## src/rtl/ram_arbiter_pkg.sv

```systemverilog
// Shared definitions for the CPU/DMA RAM arbiter.
//   arb_state_e  : position within the CPU access window
//   WIN_LEN      : CPU window length in clk cycles
//   DATA_OFS     : offset of the data/write cycle inside the window
//   window_state : maps a phase offset (phase - window start) to a state
package ram_arbiter_pkg;

  typedef enum logic [1:0] {
    IDLE,
    CPU_ADDR,
    CPU_DATA,
    CPU_GUARD
  } arb_state_e;

  localparam int unsigned WIN_LEN  = 4;
  localparam int unsigned DATA_OFS = 1;

  function automatic arb_state_e window_state(input int unsigned offset);
    arb_state_e s;
    if (offset == 0)
      s = CPU_ADDR;
    else if (offset == DATA_OFS)
      s = CPU_DATA;
    else if (offset < WIN_LEN)
      s = CPU_GUARD;
    else
      s = IDLE;
    return s;
  endfunction

endpackage

```

## src/rtl/ram_arbiter_clk_phase_gen.sv

```systemverilog
// Free-running phase counter with a divided clock taken from its MSB.
// Reusable by any peripheral that needs a clk/2^DIV_W clock plus phase.
//   clk     : system clock
//   reset   : synchronous active-high reset (phase -> 0)
//   phase   : DIV_W-bit counter, wraps 2^DIV_W-1 -> 0
//   div_clk : phase[DIV_W-1]; rises on the transition N/2-1 -> N/2
module clk_phase_gen #(
  parameter int unsigned DIV_W = 4
) (
  input  logic             clk,
  input  logic             reset,
  output logic [DIV_W-1:0] phase,
  output logic             div_clk
);

  always_ff @(posedge clk) begin
    if (reset)
      phase <= '0;
    else
      phase <= phase + DIV_W'(1);
  end

  assign div_clk = phase[DIV_W-1];

endmodule

```

## src/rtl/ram_arbiter.sv

```systemverilog
// Time-division arbiter sharing one synchronous single-port RAM between a
// CPU (fixed window just before each cpu_clk rising edge) and a secondary
// DMA requester (any other cycle).
//   clk, reset                          : system clock, sync active-high reset
//   cpu_clk                             : generated CPU clock (clk / 2^CPU_DIV_W)
//   cpu_sel/we/addr/wdata, cpu_rdata    : CPU port, read data held per window
//   dma_req/we/addr/wdata               : DMA request, level held until ack
//   dma_ack, dma_rvalid, dma_rdata      : grant pulse, read-return pulse + data
//   ram_addr/we/wdata, ram_rdata        : spram32k8 port (1-cycle read latency)
module ram_arbiter
  import ram_arbiter_pkg::*;
#(
  parameter int unsigned CPU_DIV_W = 4
) (
  input  logic        clk,
  input  logic        reset,
  output logic        cpu_clk,
  input  logic        cpu_sel,
  input  logic        cpu_we,
  input  logic [14:0] cpu_addr,
  input  logic [7:0]  cpu_wdata,
  output logic [7:0]  cpu_rdata,
  input  logic        dma_req,
  input  logic        dma_we,
  input  logic [14:0] dma_addr,
  input  logic [7:0]  dma_wdata,
  output logic        dma_ack,
  output logic        dma_rvalid,
  output logic [7:0]  dma_rdata,
  output logic [14:0] ram_addr,
  output logic        ram_we,
  output logic [7:0]  ram_wdata,
  input  logic [7:0]  ram_rdata
);

  localparam logic [CPU_DIV_W-1:0] W0 = CPU_DIV_W'((2 ** CPU_DIV_W) / 2 - WIN_LEN);

  logic [CPU_DIV_W-1:0] phase;
  logic [CPU_DIV_W-1:0] phase_nxt;
  logic [CPU_DIV_W-1:0] win_ofs;
  arb_state_e           state;
  arb_state_e           next_state;
  logic                 dma_grant;
  logic                 cpu_rd_cap;
  logic                 rd_pend;

  clk_phase_gen #(.DIV_W(CPU_DIV_W)) u_phase (
    .clk     (clk),
    .reset   (reset),
    .phase   (phase),
    .div_clk (cpu_clk)
  );

  // The state is registered, so it is decoded from the phase of the next
  // cycle; this keeps state aligned with phase while staying a pure function.
  assign phase_nxt = phase + CPU_DIV_W'(1);
  assign win_ofs   = phase_nxt - W0;

  always_ff @(posedge clk) begin
    if (reset)
      state <= IDLE;
    else
      state <= next_state;
  end

  always_comb begin
    next_state = window_state(32'(win_ofs));
  end

  always_comb begin
    dma_grant  = 1'b0;
    cpu_rd_cap = 1'b0;
    ram_addr   = dma_addr;
    ram_we     = 1'b0;
    ram_wdata  = dma_wdata;
    case (state)
      IDLE: begin
        dma_grant = dma_req & ~reset;
        ram_we    = dma_grant & dma_we;
      end
      CPU_ADDR: begin
        ram_addr  = cpu_addr;
        ram_wdata = cpu_wdata;
      end
      CPU_DATA: begin
        ram_addr   = cpu_addr;
        ram_wdata  = cpu_wdata;
        ram_we     = cpu_sel & cpu_we & ~reset;
        cpu_rd_cap = cpu_sel & ~cpu_we;
      end
      CPU_GUARD: begin
        ram_addr  = cpu_addr;
        ram_wdata = cpu_wdata;
      end
      default: begin
        ram_addr = dma_addr;
      end
    endcase
  end

  assign dma_ack = dma_grant;

  // rd_pend marks the cycle in which RAM returns data for a DMA read; it is
  // independent of the window so a read granted just before CPU_ADDR completes.
  always_ff @(posedge clk) begin
    if (reset) begin
      rd_pend    <= 1'b0;
      dma_rvalid <= 1'b0;
      dma_rdata  <= '0;
      cpu_rdata  <= '0;
    end else begin
      rd_pend    <= dma_grant & ~dma_we;
      dma_rvalid <= rd_pend;
      if (rd_pend)
        dma_rdata <= ram_rdata;
      if (cpu_rd_cap)
        cpu_rdata <= ram_rdata;
    end
  end

endmodule

```

## config.mk

```make
export PLATFORM = sky130hd
export DESIGN_NAME = ram_arbiter
export DESIGN_NICKNAME = d
export VERILOG_FILES = /design/src/rtl/ram_arbiter_pkg.sv /design/src/rtl/ram_arbiter_clk_phase_gen.sv /design/src/rtl/ram_arbiter.sv
export SDC_FILE = /design/constraint.sdc
export NUM_CORES = 1
export LEC_CHECK = 0
export ABC_AREA = 0
export BUFFER_PORTS_ARGS = -buffer_cell sky130_fd_sc_hd__clkbuf_2
export CORE_MARGIN = 2
export CORE_UTILIZATION = 37
export CTS_CLUSTER_SIZE = 10
export DETAILED_ROUTE_END_ITERATION = 8
export PLACE_DENSITY_LB_ADDON = 0.3
export SYNTH_ARGS = -nofsm -noshare
export SYNTH_HDL_FRONTEND = slang
export SYNTH_SLANG_ARGS = --single-unit
```

## constraint.sdc

```tcl
create_clock -name clk -period 1.9 [get_ports clk]
set_clock_uncertainty 0.05 [all_clocks]
set_input_delay 0.57 -clock clk [delete_from_list [all_inputs] [get_ports clk]]
set_output_delay 0.57 -clock clk [all_outputs]
set_load 0.01 [all_outputs]
```

==> flow_summary_export.csv, run 1 <==
group,metric,value,unit
run_status,status,"finished with violations",
run_status,violations,"setup timing",
critical_path,worstPathMaxFanout,12,
routing,drt_iter0_drc,7,
critical_path,cp-startpoint,"state[0]$_SDFF_PP0_",
power_and_ir_drop,p_int,0.785,mW
logic_synthesis,synth_top_area_cell,"dfxtp_1",
critical_path,crit_slowest_cell,"dfxtp_2",
power_and_ir_drop,p_sw_frac,0.253,
critical_path,end_kind,"output port",
critical_path,worstReg2RegStart,"u_phase.phase[0]$_SDFF_PP0_",
logic_synthesis,syn_inst,111,
critical_path,cp-start-kind,"register",
power_and_ir_drop,power_frac_seq,0.507,
final_layout,area_growth,54.2,%
final_layout,multiInputGateArea,647,sq um
routing,wire_per_inst,12.4,um
timing,finalSetupViolCount,23,
critical_path,rrSetupSlack,0.59,ns
clock_network,cts_hold_buf,0,
routing,drtAntennaViolNets,0,
timing,fmax,472,MHz
power_and_ir_drop,p_switching,0.266,mW
global_routing,grt_max_degree,25,
timing,slew_headroom,0.653,
min_path,worstHoldEndpoint,"rd_pend$_SDFF_PP0_",
floorplanning,die_x,60.2,um
timing,finalHoldViolations,0,
power_and_ir_drop,ir_worst_vdd,0.000385,V
logic_synthesis,ys_types,25,
timing,setup_ws,-0.217,ns
logic_synthesis,ys_seq_elements,24,
global_routing,antenna_found_initial,0,
min_path,worstHoldPathType,"input pin to register",
clock_network,clk_pin_slew_worst_paths,0.12,ns
placement,dpl_cell_area,1730,sq um
logic_synthesis,synth_top_cell_area_share,0.411,
final_layout,drive_gt1_frac,0.631,
floorplanning,start_util,0.386,
critical_path,ff2ff_path_depth,4,
clock_network,cts.sinks,24,
power_and_ir_drop,leakage,0.899,nW
final_layout,n_fill_cell,293,
min_path,hold_depth,2,
timing,rsz0062_at_grt,"true",
clock_network,cts-root-buf,"clkbuf_4",
power_and_ir_drop,clkPwrFrac,0.244,
final_layout,seqCellArea,485,sq um
critical_path,path_buf_inv,2,
routing,drt_wl_total,3200,um
timing,tightest_slew,0.519,ns
floorplanning,coreArea,3030,sq um
floorplanning,pin_count,103,
global_routing,grtUsageTotal,0.175,
clock_network,clockBufferDepth,2,
final_layout,final_cell_mix,"clkbuf_2 (101), mux2_2 (22), dfxtp_1 (22), nor2_1 (18), mux2i_1 (16)",
critical_path,path_class,"register to output port",
power_and_ir_drop,power_density,583,nW/um^2
logic_synthesis,ys_warn_count,0,
clock_network,cts_buffers,3,
routing,via_per_inst,4.67,
global_routing,grt_pass1_wl,4830,um
critical_path,crit_arrival,1.50,ns
clock_network,clk_latency,0.30,ns
final_layout,mostFrequentLayoutCell,"clkbuf_2",
critical_path,reg2reg_to,"state[0]$_SDFF_PP0_",
floorplanning,rows,20,
final_layout,finalInstanceArea,1800,sq um
timing,period_share,1.11,
global_routing,grt_overflow,0,
floorplanning,dieArea,3630,sq um
critical_path,worstPathRequired,1.28,ns
global_routing,grt_pass1_vias,1181,
critical_path,cp_cell_sequence,"nor2_4, buf_12, mux2_2, clkbuf_2",
logic_synthesis,synthesis.nets,173,
logic_synthesis,synth.area.top_cells,"dfxtp_1 (41%), mux2_2 (21%), mux2i_1 (14%), nor2_1 (5.8%), ha_1 (2.1%)",
timing,slew_violations,0,
logic_synthesis,synth-seq-area-share,0.411,
routing,vias,1206,
critical_path,critical_path.top_delay_family,"flip-flops",
critical_path,cpPeakStageDelay,0.37,ns
clock_network,htree_levels,1,
timing,min_period,2.12,ns
run,drv_cap,0,
power_and_ir_drop,p_total,1.05,mW
floorplanning,die_h,60.2,um
min_path,holdCritStartpoint,"dma_we",
power_and_ir_drop,p_comb_frac,0.249,
clock_network,tritoncts,"built",
final_layout,n_antenna_cell,0,
routing,drc,0,
placement,dpl.hpwl,2600,um
final_layout,nets,277,
logic_synthesis,syn_avg_cell_area,10.5,sq um
placement,portBuffers,102,
routing,first_pass_iters,2,
placement,gp_congestion,0.746,
logic_synthesis,netlist_area,1170,sq um
[layout make-up]
class | instances | share of cell area
clock buffers | 4 | 0.0201
inverters | 2 | 0.00416
multi-input cells | 78 | 0.359
flip-flops and latches | 24 | 0.269
well taps | 44 | 0.0305
repair buffers | 106 | 0.318
[cell families after synthesis]
logic type	after synthesis	share of synthesized area
multiplexers	39	0.358
AND/OR/NAND/NOR	32	0.136
flip-flops	24	0.411
buffers and inverters	9	0.0406
AO/OA/AOI/OAI	3	0.0182
XOR/XNOR	2	0.0150
adder cells (fa/ha/maj)	2	0.0214
[flip-flops by register name, summed over array words and instances (netlist names)]
register / cells
cpu_rdata: 8
dma_rdata: 8
u_phase.phase: 4
state: 2
dma_rvalid: 1
rd_pend: 1
[repair_timing]
action / 4_1_cts / 5_1_grt
hold endpoints to repair: 0 / 0
buffers inserted: 0 / 0
setup endpoints to repair: 23 / 25
resized for setup: 5 / 1
gates cloned: 1 / 0
pin swaps: 1 / 0
[power by group through the flow]
stage               logic (mW)  clock network, mW  registers [mW]
floorplan                0.130                  0           0.543
global placement         0.249                  0           0.544
detailed placement       0.253                  0           0.544
CTS                      0.265              0.269           0.533
global route             0.288              0.288           0.535
finish                   0.262              0.257           0.533
[metal layers]
metal	global-route usage	up-vias	part of all wire
met5	0	-	0
met4	0.0540	0	0.012
met3	0.0368	6	0.085
met2	0.368	57	0.55
met1	0.161	550	0.35
li1	-	593	-
[cell usage after synthesis, drive strengths merged]
library cell	number
xor2	1
nor3	1
clkbuf	2
mux2	23
ha	2
or3	1
inv	2
nand2	1
nand3	2
and4bb	1
nor4b	1
a211oi	1
nor2	19
o32ai	1
xnor2	1
dfxtp	24
buf	5
mux2i	16
nand3b	1
a21oi	1
nor2b	3
nand2b	2
[stage by stage]
step | TNS [ns] | instances | worst slack [ns] | hold slack [ns] | util
6_report | -4.53 | 258 | -0.217 | 0.397 | 0.596
3_5_place_dp | 0 | 253 | 0.117 | 0.409 | 0.571
3_3_place_gp | 0 | 253 | 0.124 | 0.395 | 0.571
2_1_floorplan | 0 | 111 | 0.0543 | 0.376 | -
4_1_cts | -4.91 | 258 | -0.226 | 0.381 | 0.596
5_1_grt | -6.34 | 258 | -0.287 | 0.380 | 0.596
[worst max-delay path by stage]
stage	to	slack, ns	depth (start not counted)
after global placement	dma_ack	0.12	3
final	ram_addr[7]	-0.22	4
after global routing	ram_addr[11]	-0.29	4
after CTS	ram_addr[9]	-0.23	4
after detailed placement	dma_ack	0.12	3
after floorplan	ram_we	0.05	3
(Power assumes the default switching activity.)
==> inputs of run 2 (changes only) <==
Settings changed: ABC_AREA 0 to 1, CORE_UTILIZATION 37 to 38.
==> flow_summary_export.csv, run 2 <==
group,metric,value,unit
critical_path,crit_arrival,1.29,ns
global_routing,grt_pass1_wl,4970,um
critical_path,worstPathMaxFanout,8,
global_routing,grt_pass1_vias,1265,
clock_network,cts-root-buf,"clkbuf_4",
routing,drt_wl_total,3460,um
final_layout,area_growth,60.8,%
logic_synthesis,synth-seq-area-share,0.387,
timing,slew_violations,0,
final_layout,drive_gt1_frac,0.461,
logic_synthesis,synth_top_cell_area_share,0.387,
final_layout,n_antenna_cell,0,
timing,tightest_slew,0.286,ns
timing,period_share,1.01,
logic_synthesis,synth.most_common_cell,"nand2_1",
floorplanning,coreArea,3080,sq um
routing,drtAntennaViolNets,0,
final_layout,fin_cells,348,
logic_synthesis,async_flop_share,0,
timing,min_period,1.91,ns
placement,portBuffers,102,
clock_network,cts_hold_buf,0,
global_routing,use_met2,0.324,
final_layout,reg_top3,"cpu_rdata x8, dma_rdata x8, u_phase.phase x4",
global_routing,antenna_found_initial,0,
floorplanning,die_x,61.2,um
global_routing,grtUsageMet3,0.0315,
logic_synthesis,syn_inst,196,
routing,vias,1538,
min_path,worstHoldPathType,"input pin to register",
global_routing,grtUsageTotal,0.175,
timing,setup_ws,-0.0148,ns
power_and_ir_drop,p_total,1.28,mW
clock_network,clk_pin_slew_worst_paths,0.12,ns
logic_synthesis,netlist_area,1240,sq um
floorplanning,dieArea,3740,sq um
logic_synthesis,synth-main-ff-cell,"dfxtp_1",
placement,gp_congestion,0.751,
power_and_ir_drop,power_density,641,nW/um^2
timing,finalHoldViolations,0,
clock_network,tritoncts,"built",
routing,drc,0,
timing,slew_headroom,0.809,
final_layout,nets,367,
logic_synthesis,synth_common_cells,"nand2_1 (84), nor2_1 (36), dfxtp_1 (24), inv_1 (13), o21ai_0 (8)",
power_and_ir_drop,ir_worst_vdd,0.000566,V
power_and_ir_drop,leakage,1.14,nW
final_layout,mostFrequentLayoutCell,"clkbuf_2",
clock_network,htree_levels,1,
placement,dpl.hpwl,2730,um
critical_path,cp-start-kind,"register",
clock_network,cts_buffers,3,
critical_path,end_kind,"output port",
floorplanning,rows,20,
timing,fmax,522,MHz
logic_synthesis,ys_types,16,
global_routing,grt_overflow,0,
clock_network,clockBufferDepth,2,
routing,wire_per_inst,9.95,um
clock_network,cts.sinks,24,
placement,place_inst,339,
routing,via_per_inst,4.42,
floorplanning,pin_count,103,
floorplanning,die_h,61.2,um
final_layout,final_cell_mix,"clkbuf_2 (78), nand2_1 (69), nor2_1 (36), dfxtp_1 (22), buf_2 (21)",
placement,pre_cts_slack,0.123,ns
routing,drt_iter0_drc,55,
run_status,violations,"setup timing",
run_status,status,"finished with violations",
run,drv_cap,0,
floorplanning,start_util,0.403,
logic_synthesis,ys_seq_elements,24,
routing,first_pass_iters,4,
logic_synthesis,synthesis.nets,258,
logic_synthesis,ys_warn_count,0,
logic_synthesis,synth_edf_count,0,
critical_path,worstPathRequired,1.28,ns
timing,rsz0062_at_grt,"true",
timing,timing.setup.tns,-0.0946,ns
clock_network,clk_latency,0.30,ns
global_routing,grt-busiest-layer,"met2",
timing,finalSetupViolCount,12,
global_routing,met1_usage,0.196,
logic_synthesis,synth_top_area_cell,"dfxtp_1",
critical_path,path_class,"register to output port",
global_routing,grt_max_degree,24,
logic_synthesis,synth.area.top_cells,"dfxtp_1 (39%), nand2_1 (25%), nor2_1 (11%), inv_1 (3.9%), nand3b_1 (3.6%)",
logic_synthesis,syn_avg_cell_area,6.33,sq um
[run 2: cell count changes after synthesis, sizes merged, moves of 3 or more]
cell	change
nand2	+83
mux2	-23
nor2	+22
mux2i	-16
inv	+13
o21ai	+8
nand3b	+5
nand3	+3
nor2b	-3
[run 2: final timing paths]
kind	from	endpoint	slack (ns)	cells past startpoint
worst min-delay path	dma_we	rd_pend$_SDFF_PP0_	0.37	2
worst min register to register	u_phase.phase[0]$_SDFF_PP0_	u_phase.phase[0]$_SDFF_PP0_	0.44	1
worst max-delay path	state[1]$_SDFF_PP0_	ram_addr[14]	-0.01	6
worst max register to register	u_phase.phase[0]$_SDFF_PP0_	state[1]$_SDFF_PP0_	0.76	5
[run 2: cells by family after synthesis]
group | after synthesis | synth area share
AO/OA/AOI/OAI | 11 | 0.0444
adder cells (fa/ha/maj) | 2 | 0.0202
buffers and inverters | 21 | 0.0817
flip-flops | 24 | 0.387
AND/OR/NAND/NOR | 138 | 0.467
[run 2: worst max-delay path: stages, from the launching register on]
cell,delay [ns]
dfxtp_4,0.37
nor2_4,0.12
buf_12,0.14
buf_16,0.12
nand2_1,0.05
nand2_1,0.05
buf_2,0.12
[run 2: metrics by stage]
| stage | cell area (sq um) | hold WS (ns) | util |
|---|---|---|---|
| final | 2000 | 0.371 | 0.648 |
| after floorplan | 1240 | 0.376 | - |
| after CTS | 1930 | 0.362 | 0.626 |
| after global placement | 1780 | 0.413 | 0.580 |
| after global routing | 2000 | 0.359 | 0.648 |
| after detailed placement | 1780 | 0.418 | 0.580 |
[run 2: metal layers]
metal	vias to the layer above	wire, um
li1	818	-
met1	647	1390
met2	67	1670
met3	6	359
met4	0	45
met5	-	0
[run 2: what timing repair did]
item,in CTS,in global routing
pin swaps,5,14
endpoints found under the setup margin,24,24
buffers inserted,3,1
gates cloned,1,0
gates resized for setup,11,44
[run 2: power breakdown]
| group | total [mW] | switching [mW] | leakage [nW] | internal (mW) |
|---|---|---|---|---|
| Combinational | 0.377 | 0.193 | 0.912 | 0.184 |
| Sequential | 0.540 | 0.0161 | 0.197 | 0.524 |
| Clock | 0.363 | 0.149 | 0.0279 | 0.213 |
| Total | 1.28 | 0.359 | 1.14 | 0.921 |
[run 2: final cells by class]
| type | count | area (sq um) |
|---|---|---|
| Fill cell | 301 | 1080 |
| Multi-Input combinational cell | 151 | 702 |
| Timing Repair Buffer | 110 | 637 |
| Sequential cell | 24 | 488 |
| Inverter | 15 | 61.3 |
| Tap cell | 44 | 55.1 |
| Clock inverter | 1 | 30.0 |
| Clock buffer | 3 | 22.5 |
